[src/rtl/stopwatch_counter_if.sv]
// Control inputs and display outputs of the MM:SS stopwatch counter.
// The master side drives the ticks and buttons; the slave side is the counter itself.
interface stopwatch_counter_if;
  logic       tick_1hz;
  logic       tick_adj;
  logic       pause_p;
  logic       adj;
  logic       sel;
  logic [4:0] digit1;
  logic [4:0] digit2;
  logic [4:0] digit3;
  logic [4:0] digit4;
  logic [3:0] blink_mask;
  logic       running;

  modport master (
    output tick_1hz, tick_adj, pause_p, adj, sel,
    input  digit1, digit2, digit3, digit4, blink_mask, running
  );

  modport slave (
    input  tick_1hz, tick_adj, pause_p, adj, sel,
    output digit1, digit2, digit3, digit4, blink_mask, running
  );
endinterface

[src/rtl/stopwatch_counter.sv]
// BCD MM:SS stopwatch with run/pause control, manual field adjust and a blink mask
// that marks the field being adjusted on the 4-digit display.
module stopwatch_counter #(
  parameter int MAX_MIN       = 59,
  parameter bit RESET_RUNNING = 1'b0
) (
  input  logic                clk,
  input  logic                rst,
  stopwatch_counter_if.slave  sw
);

  typedef enum logic {PAUSED = 1'b0, RUN = 1'b1} state_t;

  localparam logic [3:0] MAX_M10 = 4'(MAX_MIN / 10);
  localparam logic [3:0] MAX_M1  = 4'(MAX_MIN % 10);

  state_t     state_q, state_d;
  logic [3:0] m10_q, m10_d;
  logic [3:0] m1_q, m1_d;
  logic [3:0] s10_q, s10_d;
  logic [3:0] s1_q, s1_d;
  logic       blink_phase_q, blink_phase_d;
  logic [3:0] blink_mask_q, blink_mask_d;
  logic       count_en;
  logic       sec_inc;
  logic       min_inc;

  always_comb begin
    state_d       = state_q;
    m10_d         = m10_q;
    m1_d          = m1_q;
    s10_d         = s10_q;
    s1_d          = s1_q;
    blink_phase_d = blink_phase_q;
    blink_mask_d  = 4'b0000;

    if (sw.pause_p) begin
      if (state_q == RUN) state_d = PAUSED;
      else                state_d = RUN;
    end

    // Counting uses the registered state, so a tick coinciding with pause still counts.
    count_en = !sw.adj && sw.tick_1hz && (state_q == RUN);
    sec_inc  = count_en || (sw.adj && sw.tick_adj && sw.sel);
    min_inc  = (count_en && s1_q == 4'd9 && s10_q == 4'd5) ||
               (sw.adj && sw.tick_adj && !sw.sel);

    if (sec_inc) begin
      if (s1_q == 4'd9) begin
        s1_d = 4'd0;
        if (s10_q == 4'd5) s10_d = 4'd0;
        else               s10_d = s10_q + 4'd1;
      end else begin
        s1_d = s1_q + 4'd1;
      end
    end

    if (min_inc) begin
      if (m10_q == MAX_M10 && m1_q == MAX_M1) begin
        m10_d = 4'd0;
        m1_d  = 4'd0;
      end else if (m1_q == 4'd9) begin
        m1_d  = 4'd0;
        m10_d = m10_q + 4'd1;
      end else begin
        m1_d  = m1_q + 4'd1;
      end
    end

    if (!sw.adj)          blink_phase_d = 1'b0;
    else if (sw.tick_adj) blink_phase_d = !blink_phase_q;

    if (sw.adj && blink_phase_d) blink_mask_d = sw.sel ? 4'b0011 : 4'b1100;
  end

  always_ff @(posedge clk) begin
    if (rst) begin
      if (RESET_RUNNING) state_q <= RUN;
      else               state_q <= PAUSED;
      m10_q         <= 4'd0;
      m1_q          <= 4'd0;
      s10_q         <= 4'd0;
      s1_q          <= 4'd0;
      blink_phase_q <= 1'b0;
      blink_mask_q  <= 4'b0000;
    end else begin
      state_q       <= state_d;
      m10_q         <= m10_d;
      m1_q          <= m1_d;
      s10_q         <= s10_d;
      s1_q          <= s1_d;
      blink_phase_q <= blink_phase_d;
      blink_mask_q  <= blink_mask_d;
    end
  end

  assign sw.digit1     = {1'b0, m10_q};
  assign sw.digit2     = {1'b0, m1_q};
  assign sw.digit3     = {1'b0, s10_q};
  assign sw.digit4     = {1'b0, s1_q};
  assign sw.blink_mask = blink_mask_q;
  assign sw.running    = (state_q == RUN);

endmodule
[src/flat_wrapper.sv]
// flat-port wrapper written by rule: the top's interface ports become plain ports
module stopwatch_counter_flat 
#(
  parameter int MAX_MIN       = 59,
  parameter bit RESET_RUNNING = 1'b0
)
  (clk, rst, sw_tick_1hz, sw_tick_adj, sw_pause_p, sw_adj, sw_sel, sw_digit1, sw_digit2, sw_digit3, sw_digit4, sw_blink_mask, sw_running);
  stopwatch_counter_if sw_i ();
  input  logic clk;
  input  logic rst;
  input wire logic [$bits(sw_i.tick_1hz)-1:0] sw_tick_1hz;
  input wire logic [$bits(sw_i.tick_adj)-1:0] sw_tick_adj;
  input wire logic [$bits(sw_i.pause_p)-1:0] sw_pause_p;
  input wire logic [$bits(sw_i.adj)-1:0] sw_adj;
  input wire logic [$bits(sw_i.sel)-1:0] sw_sel;
  output wire logic [$bits(sw_i.digit1)-1:0] sw_digit1;
  output wire logic [$bits(sw_i.digit2)-1:0] sw_digit2;
  output wire logic [$bits(sw_i.digit3)-1:0] sw_digit3;
  output wire logic [$bits(sw_i.digit4)-1:0] sw_digit4;
  output wire logic [$bits(sw_i.blink_mask)-1:0] sw_blink_mask;
  output wire logic [$bits(sw_i.running)-1:0] sw_running;
  assign sw_i.tick_1hz = sw_tick_1hz;
  assign sw_i.tick_adj = sw_tick_adj;
  assign sw_i.pause_p = sw_pause_p;
  assign sw_i.adj = sw_adj;
  assign sw_i.sel = sw_sel;
  assign sw_digit1 = sw_i.digit1;
  assign sw_digit2 = sw_i.digit2;
  assign sw_digit3 = sw_i.digit3;
  assign sw_digit4 = sw_i.digit4;
  assign sw_blink_mask = sw_i.blink_mask;
  assign sw_running = sw_i.running;
  stopwatch_counter #(.MAX_MIN(MAX_MIN), .RESET_RUNNING(RESET_RUNNING)) u_core (.clk(clk), .rst(rst), .sw(sw_i));
endmodule
[config.mk]
export PLATFORM = sky130hd
export DESIGN_NAME = stopwatch_counter_flat
export DESIGN_NICKNAME = d
export VERILOG_FILES = /design/src/rtl/stopwatch_counter_if.sv /design/src/rtl/stopwatch_counter.sv /design/src/flat_wrapper.sv
export SDC_FILE = /design/constraint.sdc
export NUM_CORES = 1
export LEC_CHECK = 0
export CAP_MARGIN = 20
export CORE_MARGIN = 4
export CORE_UTILIZATION = 45
export DETAILED_ROUTE_END_ITERATION = 7
export HOLD_SLACK_MARGIN = 0.15
export PLACE_DENSITY = 0.79
export SYNTH_ARGS = -nofsm -noshare
export SYNTH_HDL_FRONTEND = slang
export SYNTH_SLANG_ARGS = --single-unit
[constraint.sdc]
create_clock -name clk -period 2.36 [get_ports clk]
set_clock_uncertainty 0.15 [all_clocks]
set_input_delay 0.354 -clock clk [delete_from_list [all_inputs] [get_ports clk]]
set_output_delay 0.354 -clock clk [all_outputs]
set_load 0.01 [all_outputs]
==> results.json <==
{
  "leakage_nw": 0.472,
  "switching_share_pct": 23.1,
  "power.density_mw_per_mm2": 452,
  "fin_ws_ns": 0.371,
  "slowest_stage": "or4b_1",
  "switching_power_uw": 142,
  "crit_path_end_kind": "flop",
  "first_pass_iters": 4,
  "cts_tree": "yes",
  "cp_max_fo": 10,
  "yosys.area.top_type": "dfxtp_1",
  "post_cts_buffers": 0,
  "grt_max_degree": 12,
  "crit_chain": "clkdlybuf4s50_1 > nand3b_4 > o32a_1 > or4b_1 > a21oi_1",
  "slew_headroom_pct": 66.0,
  "grt_use_total_pct": 13.6,
  "post_cts_resize_count": 0,
  "tightest_slew_ns": 0.497,
  "cts_sinks": 20,
  "fin_crit_sh_pct": 84.3,
  "slew_viol_final": 0,
  "hold_buffers": 0,
  "pwr-share-seq_pct": 57.3,
  "yosys_register_bits": 20,
  "r2r-end": "u_core.m10_q[2]",
  "finalCriticalPeriod_ns": 1.99,
  "synth_warnings": 0,
  "cts.clk_slew.worst_paths_ns": 0.11,
  "cp_data_arrival_time_ns": 2.07,
  "hold_viol_final": 0,
  "synth_top_area_share_pct": 38.6,
  "status": "completed",
  "row_count": 17,
  "drive_gt1_share_pct": 6.94,
  "via_per_inst": 5.36,
  "n_fill_cell": 209,
  "tns_ns": 0,
  "nNetsFinal": 156,
  "min_delay_worst_endpoint": "u_core.m10_q[3]",
  "avgRoutedWirePerCell_microns": 12.5,
  "diodes": 0,
  "yosysUniqueCellTypes": 38,
  "crit_type": "in -> reg",
  "holdPathStages": 2,
  "hp-class": "reg -> reg",
  "via_count": 922,
  "max_stage_delay_ns": 0.53,
  "finalSetupViolations": 0,
  "combPwrFrac_pct": 10.9,
  "r2r_cells": 4,
  "grt_pass1_wl_mm": 3.51,
  "drt_wl_total_mm": 2.15,
  "coreArea_sq_mm": 0.00221,
  "drt_iter0_drc": 10,
  "r2r_start": "u_core.s1_q[0]",
  "cp_top_family": "simple AND/OR/NAND/NOR gates",
  "place_ws_ns": 0.0550,
  "grt_pass1_vias": 838,
  "port-buffer-count": 27,
  "drcViolationCount": 0,
  "synth_area_leaders": "dfxtp_1 (39%), a21oi_1 (6.7%), ha_1 (4.8%), buf_4 (4.3%), o21ai_0 (3.9%)",
  "worst-path-buf-inv": 1,
  "startpoint_type": "input port",
  "worstPathRequired_ns": 2.44,
  "syn_area_sq_mm": 0.00104,
  "p_clk_share_pct": 31.8,
  "gp_congestion": 0.859,
  "final_area_sq_mm": 0.00136,
  "antenna_found_initial": 0,
  "cts_root_buf": "clkbuf_4",
  "die-area_sq_mm": 0.00314,
  "cts_buffers": 3,
  "min_from": "u_core.m10_q[3]",
  "drv_cap": 0,
  "timing.fmax_ghz": 0.503,
  "die_height_microns": 56.0,
  "antenna_left": 0,
  "hold-worst-slack_ns": 0.365,
  "ir_drop_uv": 348,
  "dieWidth_microns": 56.0,
  "ioPinCount": 32,
  "placed_area_sq_mm": 0.00133,
  "syn_to_final_growth_pct": 31.3,
  "cts_buffer_depth": 2,
  "worst-r2r-setup-slack_ns": 0.41,
  "rsz0062_at_grt": "false",
  "ys_seq_area_share_pct": 38.6,
  "syn_avg_cell_area_sq_um": 9.03,
  "overflow": 0,
  "insertion_delay_ns": 0.29,
  "p_int_uw": 474,
  "syn_inst": 115,
  "htree_levels": 1,
  "dp_hpwl_mm": 1.63,
  "start_util_pct": 46.9
}
[placed cells by master (no fill, tap or decap), types with 3 or more instances in the layout]
cell,count
buf_4,4
conb_1,4
nand2_1,5
and3b_1,3
inv_1,6
nor2_1,5
xnor2_1,4
a21oi_1,14
clkdlybuf4s50_1,27
dfxtp_1,20
clkbuf_4,3
or4_1,4
ha_1,4
or3_1,4
o21ai_0,8
[how the worst max path moves through the flow]
stage / startpoint / end / slack [ns] / cells past startpoint
floorplan: u_core.s10_q[3] / u_core.m10_q[2] / 0.58 / 4
global placement: sw_tick_1hz / u_core.m1_q[3] / 0.11 / 6
detailed placement: sw_tick_1hz / u_core.m10_q[2] / 0.05 / 5
CTS: sw_tick_1hz / u_core.m10_q[2] / 0.38 / 5
global route: u_core.s1_q[2] / u_core.m1_q[3] / 0.30 / 5
finish: sw_tick_1hz / u_core.m10_q[2] / 0.37 / 5
[synth_stat cells (all sizes together)]
master   instances
a2111oi          1
a211oi           2
a21oi           14
a311oi           1
and2             2
and2b            1
and3             1
and3b            3
buf              7
clkbuf           2
conb             1
dfxtp           20
ha               4
inv              6
mux2i            1
nand2            5
nand2b           2
nand3            2
nand3b           2
nand4            1
nand4bb          2
nor2             5
nor2b            2
nor3             2
nor3b            1
o2111ai          1
o21ai            8
o32a             1
o32ai            1
or3              4
or4              4
or4b             1
xnor2            4
xor2             1
[cell families (layout without fill, tap and decap cells)]
kind of cell | Yosys count | count (layout) | synth area share [%]
compound gates | 29 | 29 | 16.4
simple gates | 40 | 40 | 27.0
xor+xnor | 5 | 5 | 4.22
fa+ha+maj | 4 | 4 | 4.82
other cells | 1 | 4 | 0.361
buf+inv | 15 | 41 | 7.71
mux | 1 | 1 | 0.964
flops | 20 | 20 | 38.6
[power by group through the flow]
stage | logic (mW) | registers, mW | clock network, mW
floorplan | 0.0350 | 0.362 | 0
global placement | 0.0653 | 0.360 | 0
detailed placement | 0.0662 | 0.360 | 0
CTS | 0.0664 | 0.353 | 0.205
global route | 0.0721 | 0.355 | 0.218
finish | 0.0671 | 0.353 | 0.196
[worst register-to-register path: cells and delay by family (launching register included)]
kind | cells | cell delay (ns)
compound gates | 2 | 0.62
flops | 1 | 0.45
simple gates | 2 | 0.66
[routing by layer]
layer / up-vias / track usage, % / wire length [microns]
met5: - / 0 / 0
met4: 0 / 5.08 / 9
met3: 2 / 2.55 / 116
met2: 26 / 23.9 / 1030
met1: 433 / 16.2 / 991
li1: 461 / - / -
[sequential cells by signal, summed over array words and instances, names as in the netlist]
signal and cells:
u_core.sw.running 1, u_core.blink_phase_q 1, u_core.m1_q 4, u_core.m10_q 4, u_core.s1_q 4, u_core.sw.blink_mask 2, u_core.s10_q 4
[cell type report]
| type | count | area, sq um | share of cell area (%) |
|---|---|---|---|
| Multi-Input combinational cell | 83 | 569 | 41.7 |
| Sequential cell | 20 | 400 | 29.4 |
| Timing Repair Buffer | 31 | 300 | 22.0 |
| Clock buffer | 4 | 36.3 | 2.66 |
| Tap cell | 28 | 35.0 | 2.57 |
| Inverter | 6 | 22.5 | 1.65 |
[metrics by stage]
stage	utilization, %	power (mW)	instances
after floorplan	-	0.397	118
after global placement	60.0	0.426	168
after detailed placement	60.0	0.427	168
after CTS	61.7	0.624	172
after global routing	61.7	0.645	172
final	61.7	0.616	172
Note: power is estimated with default switching activity, not from simulation.
